$ cat src/rtl/bp_pkg.sv
// bp_pkg: shared counter states and in-flight queue entry for the branch predictor
package bp_pkg;
  localparam logic [1:0] SNT = 2'b00;
  localparam logic [1:0] WNT = 2'b01;
  localparam logic [1:0] WT = 2'b10;
  localparam logic [1:0] ST = 2'b11;
  localparam logic [1:0] CNT_RST = WNT;
  localparam int BP_IDX_W = 5;
  typedef struct packed {
    logic [BP_IDX_W-1:0] idx;
    logic pred;
  } bp_entry_t;
endpackage

$ cat src/rtl/bp_counter_table.sv
// bp_counter_table: 2-bit saturating counters, async read port and sync train port
module bp_counter_table
  import bp_pkg::*;
#(
  parameter int IDX_W = BP_IDX_W
) (
  input  logic             clk,
  input  logic             rst,
  input  logic [IDX_W-1:0] rd_idx,
  output logic             rd_taken,
  input  logic             train_en,
  input  logic [IDX_W-1:0] train_idx,
  input  logic             train_taken
);
  logic [1:0] cnt [2**IDX_W];
  logic [1:0] cur, nxt;
  assign rd_taken = cnt[rd_idx][1];
  assign cur = cnt[train_idx];
  always_comb begin
    nxt = cur;
    nxt = train_taken ? (cur == ST ? ST : cur + 2'd1) : (cur == SNT ? SNT : cur - 2'd1);
  end
  always_ff @(posedge clk) begin
    if (rst) begin
      for (int i = 0; i < 2**IDX_W; i++) cnt[i] <= CNT_RST;
    end else if (train_en) begin
      cnt[train_idx] <= nxt;
    end
  end
endmodule

$ cat src/rtl/branch_predict_ctrl.sv
// branch_predict_ctrl: predicts IF branches, tracks them in order, trains and flags mispredicts at EX
module branch_predict_ctrl
  import bp_pkg::*;
#(
  parameter int IDX_W = BP_IDX_W,
  parameter int DEPTH = 4,
  parameter int PC_W  = 32
) (
  input  logic            clk,
  input  logic            rst,
  input  logic            stall,
  input  logic            if_valid,
  input  logic            if_is_branch,
  input  logic [PC_W-1:0] if_pc,
  output logic            pred_taken,
  output logic            bp_full,
  input  logic            ex_resolve,
  input  logic            ex_taken,
  output logic            mispredict,
  output logic            mis_taken,
  output logic            bp_empty
);
  localparam int PTR_W = $clog2(DEPTH);
  logic [PTR_W-1:0] rd_ptr, wr_ptr;
  logic [PTR_W:0] count;
  bp_entry_t q [DEPTH];
  bp_entry_t head;
  logic [IDX_W-1:0] idx;
  logic push, pop, mis;
  assign idx = if_pc[IDX_W+1:2];
  assign head = q[rd_ptr];
  assign bp_full = count == (PTR_W+1)'(DEPTH);
  assign bp_empty = count == '0;
  assign pop = ex_resolve & !stall & !bp_empty;
  // a pop frees a slot on the same edge, so a full queue may still accept
  assign push = if_valid & if_is_branch & !stall & (!bp_full | pop);
  assign mis = pop & (ex_taken != head.pred);
  bp_counter_table #(.IDX_W(IDX_W)) u_table (
    .clk(clk),
    .rst(rst),
    .rd_idx(idx),
    .rd_taken(pred_taken),
    .train_en(pop),
    .train_idx(IDX_W'(head.idx)),
    .train_taken(ex_taken)
  );
  always_ff @(posedge clk) begin
    if (push & !mis) q[wr_ptr] <= '{idx: BP_IDX_W'(idx), pred: pred_taken};
  end
  always_ff @(posedge clk) begin
    if (rst) begin
      rd_ptr <= '0;
      wr_ptr <= '0;
      count <= '0;
      mispredict <= 1'b0;
      mis_taken <= 1'b0;
    end else begin
      mispredict <= mis;
      mis_taken <= mis & ex_taken;
      if (mis) begin
        rd_ptr <= '0;
        wr_ptr <= '0;
        count <= '0;
      end else begin
        rd_ptr <= rd_ptr + PTR_W'(pop);
        wr_ptr <= wr_ptr + PTR_W'(push);
        count <= count + (PTR_W+1)'(push) - (PTR_W+1)'(pop);
      end
    end
  end
endmodule

$ cat config.mk
export PLATFORM = sky130hd
export DESIGN_NAME = branch_predict_ctrl
export DESIGN_NICKNAME = d
export VERILOG_FILES = /design/src/rtl/bp_pkg.sv /design/src/rtl/bp_counter_table.sv /design/src/rtl/branch_predict_ctrl.sv
export SDC_FILE = /design/constraint.sdc
export NUM_CORES = 1
export LEC_CHECK = 0
export CORE_UTILIZATION = 62
export DETAILED_ROUTE_END_ITERATION = 6
export PLACE_DENSITY_LB_ADDON = 0.05
export SLEW_MARGIN = 30
export SYNTH_ARGS = -nofsm -noshare
export SYNTH_HDL_FRONTEND = slang
export SYNTH_SLANG_ARGS = --single-unit
$ cat constraint.sdc
create_clock -name clk -period 5.8 [get_ports clk]
set_clock_uncertainty 0.15 [all_clocks]
set_input_delay 0.58 -clock clk [delete_from_list [all_inputs] [get_ports clk]]
set_output_delay 0.58 -clock clk [all_outputs]
set_load 0.1 [all_outputs]
# After elaboration in Yosys (flattened, before gate mapping)
# Memory sizes are Yosys's and may differ from the RTL's. A register that Yosys moved wholly into a read port is not among the register bits.
# Cells that the tools add are included.
# totals
output_inout_bits,5
ramBits,88
inputBits,39
register_bits,9
memories,2
elab_cells,47
# mem_list
memory,words,width,rd,rd_ports_with_merged_regs,write_ports,line,text
u_table.cnt,32,2,2,0,32,bp_counter_table.sv:15,logic [1:0] cnt [2**IDX_W];
q,4,6,1,1,1,branch_predict_ctrl.sv:26,bp_entry_t q [DEPTH];
# op_classes
addsub,6
bitwise_logic,9
n_reduce_logical,8
muxes,14
n_eq_ne,3
# op_table
operator,n
2-to-1 mux 2 bit,5
bitwise AND 1 bit,8
2-to-1 mux 1 bit,8
2-to-1 mux 5 bit,1
adder 2 x 1 -> 2 bit,2
zero test 1 bit,4
OR reduction 2 bit,2
adder 3 x 1 -> 3 bit,1
== test 3 bit (second input constant),1
zero test 3 bit,1
subtractor 3 x 1 -> 3 bit,1
adder 2 x 1 -> 2 bit (second input constant),1
== test 2 bit (second input constant),1
zero test 2 bit,1
subtractor 2 x 1 -> 2 bit (second input constant),1
inequality test 1 bit,1
bitwise OR 1 bit,1

# Depth between registers and ports, before layout
# Gate-level depths: netlist of the first run.
# logic_depth
ltp_word,8
mapped_depth,11

# Modules after synthesis
# Synthesis of the first run repeated with hierarchy kept, for this count alone.
# hier_totals
cells_unflattened,389
hier_area_um2,5014.8
# by_module_without_submodules
module,instances,cells_each,area_each_um2
bp_counter_table,1,304,3582.2
branch_predict_ctrl,1,85,1432.6

# Worst setup path before layout of the first run
# OpenSTA, ideal clock, no wires.
# synth_timing
kind,register to register
from,reg count[1]
to,"mem u_table.cnt[17][0], enable pin"
required_time_ns,5.397
t_arrival_ns,3.930
path_slack_ns,1.467
stages_incl_launch_ff,10
synth_period_minus_slack_ns,4.333
cell_sequence,dfxtp_1 nor3_1 or3_1 clkbuf_1 nor2_1 nand2_1 or2_2 clkbuf_1 nor2_1 or2_2
# synth_rtl
item,line,text
start: declaration,branch_predict_ctrl.sv:25,logic [PTR_W:0] count;
start signal: assignment,branch_predict_ctrl.sv:67,count <= count + (PTR_W+1)'(push) - (PTR_W+1)'(pop);
end: declaration,bp_counter_table.sv:15,

# Worst setup path in the final report of the first run
# layout_timing
from,in if_pc[2]
to,out pred_taken
# layout_between
elab_chain_cells,1
# layout_rtl
item,line,text
start: declaration,branch_predict_ctrl.sv:14,"input logic [PC_W-1:0] if_pc,"
memory read (32 x 2 bit),n/a,
end: declaration,branch_predict_ctrl.sv:15,"output logic pred_taken,"
# No other way between the ends.

==> impl_metrics.tcl, run 1 <==
set metrics [dict create \
    postRouteAntennaNets 0 \
    crit_required_ns 5.07 \
    syn-num-nets 445 \
    wirelength_microns 9860 \
    dr.pass1.iters 4 \
    antenna_found_initial 0 \
    slew_viol_final 0 \
    hpwl_microns 6480 \
    start_kind "input pin" \
    synthDistinctLibCells 41 \
    grt_overflow_total 0 \
    r2r_slack_ns 1.81 \
    path_max_fanout 12 \
    diodes 0 \
    die_w_microns 92.2 \
    syn_to_final_growth_pct 6.55 \
    hp-class "reg -> reg" \
    crit_chain "clkdlybuf4s50_1 > mux4_2 > mux4_2 > mux2_2 > clkdlybuf4s50_1" \
    syn_area_sq_um 5050 \
    yosys.area.top_type "edfxtp_1" \
    start_util_pct 64.6 \
    yosys_warnings 0 \
    nFillCells 568 \
    multi_input_area_sq_um 2010 \
    crit_arrival_ns 3.96 \
    fmax_ghz 0.213 \
    critical_path_class "in -> out" \
    die_h_microns 92.2 \
    rsz0062_at_grt "no" \
    vias 3095 \
    tightest_slew_ns 0.964 \
    synth-edff-count 88 \
    rows 32 \
    routabilityCongestion 0.753 \
    clk_pin_slew_ns 0.11 \
    fin_crit_ns 4.69 \
    slowest_stage "clkdlybuf4s50_1" \
    grt_max_degree 33 \
    final_common_cell "edfxtp_1" \
    htree_num_levels 3 \
    hold_viol 0 \
    grt_use_total_pct 25.1 \
    leakage_nw 1.81 \
    drt_iter0_drc 185 \
    cpPeakStageDelay_ns 0.98 \
    cts_setup_buffers 0 \
    drcViolationCount 0 \
    final_cell_mix "edfxtp_1, mux2i_1, nor2_1" \
    num-nets-final 442 \
    avgSynthCellArea_sq_um 12.6 \
    cts_hold_buf 0 \
    viasPerCell 6.12 \
    ys_ff_latch 97 \
    period_share_pct 80.9 \
    post_cts_resized 0 \
    vdd_drop_max_mv 0.276 \
    synth_flop_cell "edfxtp_1" \
    cts_tree "yes" \
    cp.buffers_inverters 2 \
    synthCells 402 \
    wl_per_cell_microns 19.5 \
    cts_buffer_depth 2 \
    die-area_sq_um 8500 \
    seq_area_sq_um 2820 \
    ioPinCount 44 \
    setup_violations 0 \
    end_kind "output pin" \
    insertion_delay_ns 0.37 \
    synth_top_area_share_pct 52.4 \
    synthTopCellsByArea "edfxtp_1, mux2i_1, mux4_2" \
    tns_ns 0 \
    ys_async_sr_fraction_pct 0 \
    port_buffers 16 \
    drive_gt1_share_pct 17.3 \
    clock_sinks 97 \
    grt_pass1_wl_microns 15700 \
    path_delay_family "buffers and inverters" \
    hold_ws_ns 0.452 \
    grt_pass1_vias 3103 \
    max_cap_viol_count 0 \
    ys_seq_area_share_pct 55.9 \
    powerDensity_nw_per_um2 294 \
    root_buffer "clkbuf_8" \
    numCtsBuffers 9 \
    status "finished, final reports clean" \
    core_area_sq_um 7810 \
    slew_headroom_pct 35.5 \
]
-- area by class of cell --
type                    instances  area share, %
flip-flops and latches         97           52.5
multi-input cells             264           37.4
repair buffers                 19           3.40
well taps                     102           2.37
clock buffers                   9           2.30
clock inverters                 7           1.51
inverters                       8          0.559
-- power by group --
group	internal, mW	switching [mW]	leakage, nW
combinational	0.115	0.227	0.866
clock	0.173	0.268	0.104
sequential	0.780	0.0180	0.837
total	1.07	0.513	1.81
-- layer usage --
metal,track usage (%),up-vias,share of wire [%]
li1,-,1449,-
met5,0,-,0
met2,40.9,72,50
met4,8.07,0,1.2
met1,33.9,1567,44
met3,5.31,7,5.2
-- cells by family after synthesis --
family	Yosys count	share of synthesized area, %
buffers and inverters	41	4.46
and+or+nand+nor	174	18.4
AOI/OAI and AO/OA	14	1.83
DFF	97	55.9
adders and majority gates	6	1.59
xor gates and xnor gates	5	0.868
muxes	65	16.9
-- path summary, 6_finish.rpt --
path	startpoint	to	cells after the start
worst min-delay path	count[1]$_SDFF_PP0_	count[2]$_SDFF_PP0_	2
worst max-delay path	if_pc[2]	pred_taken	5
worst max register to register	rd_ptr[0]$_SDFF_PP0_	u_table.cnt[3][1]$_SDFFCE_PN0P_	8
worst min register to register	count[1]$_SDFF_PP0_	count[2]$_SDFF_PP0_	2
-- worst min-delay path, delay by kind of cell (launching register included) --
kind / cells / cell delay, ns
and+or+nand+nor: 1 / 0.04
DFF: 1 / 0.37
xor gates and xnor gates: 1 / 0.17
-- synthesized netlist by cell type (4+ instances only) --
cell	n
buf_2	5
edfxtp_1	88
nor3_1	7
xnor2_1	4
nand2b_1	21
or2_2	13
a21o_1	4
nor3_2	12
clkbuf_1	15
mux2i_1	48
nand2_1	36
dfxtp_1	9
mux4_2	16
buf_6	6
nand3_1	23
inv_1	8
nor2_1	41
o22ai_1	8
buf_4	5
-- state kept, by name, indices dropped and copies added, names as in the netlist --
register and flops:
mis_taken 1, u_table.cnt 64, count 3, mispredict 1, wr_ptr 2, rd_ptr 2, q 24
-- per-stage QoR --
step	power (mW)	cells	worst slack (ns)	area, sq um	util, %
final	1.58	506	1.11	5380	68.9
after global routing	1.63	506	0.949	5380	68.9
after CTS	1.59	506	1.06	5370	68.7
after detailed placement	1.15	490	1.06	5160	66.1
after global placement	1.15	490	1.08	5160	66.1
after floorplan	1.10	402	1.47	5050	-
Note: power is estimated with default switching activity, not from simulation.
==> inputs of run 2 (changes only) <==
Settings changed: CORE_UTILIZATION 62 to 52.
Clock period 5.8 ns to 4.31 ns, I/O delays scaled along.
==> run 2 against run 1 <==
Critical endpoint is now u_table.cnt[1][1]$_SDFFCE_PN0P_. Count of clock-buffer cells in the layout is the same. Sequential share of layout area decreased by 0.94 points. Combinational power increased by 43%. Flip-flop and latch count unchanged. Critical path type is now reg -> reg. Sequential power up 34%.
==> impl_metrics.tcl, run 2 (same netlist as run 1, synthesis figures left out) <==
set metrics [dict create \
    status "finished, final reports clean" \
    port_buffers 16 \
    clk_pin_slew_ns 0.10 \
    setup_violations 0 \
    p_seq_share_pct 50.1 \
    start_util_pct 54.1 \
    viasPerCell 5.65 \
    max_cap_viol_count 0 \
    met1_usage_pct 31.0 \
    grt_overflow_total 0 \
    vias 3062 \
    combPwrFrac_pct 22.9 \
    utilization_pct 58.7 \
    fmax_ghz 0.274 \
    final_common_cell "edfxtp_1" \
    slew_viol_final 0 \
    grt_use_total_pct 22.2 \
    hpwl_microns 6990 \
    hp-class "reg -> reg" \
    grt_max_degree 33 \
    cts_tree "yes" \
    busiest_layer "met2" \
    period_share_pct 84.7 \
    die_w_microns 101 \
    clock_sinks 97 \
    root_buffer "clkbuf_8" \
    rows 35 \
    postRouteAntennaNets 0 \
    largest_reg_flops 64 \
    critical_path_class "reg -> reg" \
    core_area_sq_um 9330 \
    total_power_mw 2.13 \
    grtUsageMet2_pct 36.0 \
    ioPinCount 44 \
    die_h_microns 101 \
    htree_num_levels 3 \
    swShare_pct 32.2 \
    slew_headroom_pct 35.1 \
    crit_required_ns 4.36 \
    drt_iter0_drc 141 \
    leakage_nw 1.85 \
    dr.pass1.iters 4 \
    crit_arrival_ns 3.71 \
    path_max_fanout 32 \
    syn_to_final_growth_pct 8.48 \
    insertion_delay_ns 0.37 \
    hold_viol 0 \
    r2r_slack_ns 0.66 \
    power.switching_mw 0.687 \
    drcViolationCount 0 \
    cts_setup_buffers 0 \
    die-area_sq_um 10100 \
    wirelength_microns 10100 \
    post_cts_resized 0 \
    grt_pass1_vias 3036 \
    pwr-share-clk_pct 27.0 \
    wl_per_cell_microns 18.7 \
    fin_crit_ns 3.65 \
    tns_ns 0 \
    reg_top3 "u_table.cnt: 64 flops, q: 24 flops, count: 3 flops" \
    drive_gt1_share_pct 19.4 \
    vdd_drop_max_mv 0.307 \
    num-nets-final 451 \
    tightest_slew_ns 0.971 \
    grtUsageMet3_pct 2.77 \
    numCtsBuffers 9 \
    start_kind "flip-flop" \
    rsz0062_at_grt "no" \
    internal_power_mw 1.45 \
    antenna_found_initial 0 \
    cts_hold_buf 0 \
    end_kind "flip-flop" \
    final_cell_mix "edfxtp_1, mux2i_1, nor2_1" \
    routabilityCongestion 0.739 \
    powerDensity_nw_per_um2 390 \
    regMostFlops "u_table.cnt" \
    diodes 0 \
    grt_pass1_wl_microns 16100 \
    cts_buffer_depth 2 \
]
## run 2: final cells by class
type	instances	area, sq um
clock buffers	9	124
clock inverters	7	67.6
fillers	804	3850
inverters	8	30.0
multi-input cells	264	2010
flip-flops and latches	97	2820
well taps	129	161
repair buffers	28	260
## run 2: metrics by stage
step                std cells  setup WS (ns)  instance area, sq um  hold slack [ns]
floorplan                 402          0.871                  5060            0.375
global placement          526          0.689                  5280            0.395
detailed placement        526          0.690                  5280            0.404
CTS                       542          0.656                  5470            0.428
global route              542          0.519                  5470            0.446
finish                    542          0.657                  5470            0.429
## run 2: routing by layer
metal / share of wire, % / wire [microns] / vias up
met3: 4.3 / 435 / 13
met4: 1.5 / 153 / 0
met1: 46 / 4640 / 1532
li1: - / - / 1465
met5: 0 / 0 / -
met2: 48 / 4910 / 52
## run 2: power groups by stage
stage          clock [mW]  sequential (mW)  combinational [mW]
6_report            0.576             1.07               0.489
5_1_grt             0.626             1.07               0.524
3_3_place_gp            0             1.09               0.487
4_1_cts             0.591             1.07               0.494
2_1_floorplan           0             1.09               0.393
3_5_place_dp            0             1.09               0.493
## run 2: path summary, 6_finish.rpt
check / from / to / depth (start not counted)
max: rd_ptr[0]$_SDFF_PP0_ / u_table.cnt[1][1]$_SDFFCE_PN0P_ / 7
min reg2reg: wr_ptr[1]$_SDFF_PP0_ / wr_ptr[1]$_SDFF_PP0_ / 2
min: wr_ptr[1]$_SDFF_PP0_ / wr_ptr[1]$_SDFF_PP0_ / 2
max reg2reg: rd_ptr[0]$_SDFF_PP0_ / u_table.cnt[1][1]$_SDFFCE_PN0P_ / 7
## run 2: critical path, stage by stage (launching register included)
cell     delay, ns
dfxtp_1       0.37
buf_4         0.19
mux4_2        0.83
mux2i_1       0.31
o22ai_1       0.17
or4_4         0.54
maj3_2        0.64
nor3_1        0.26
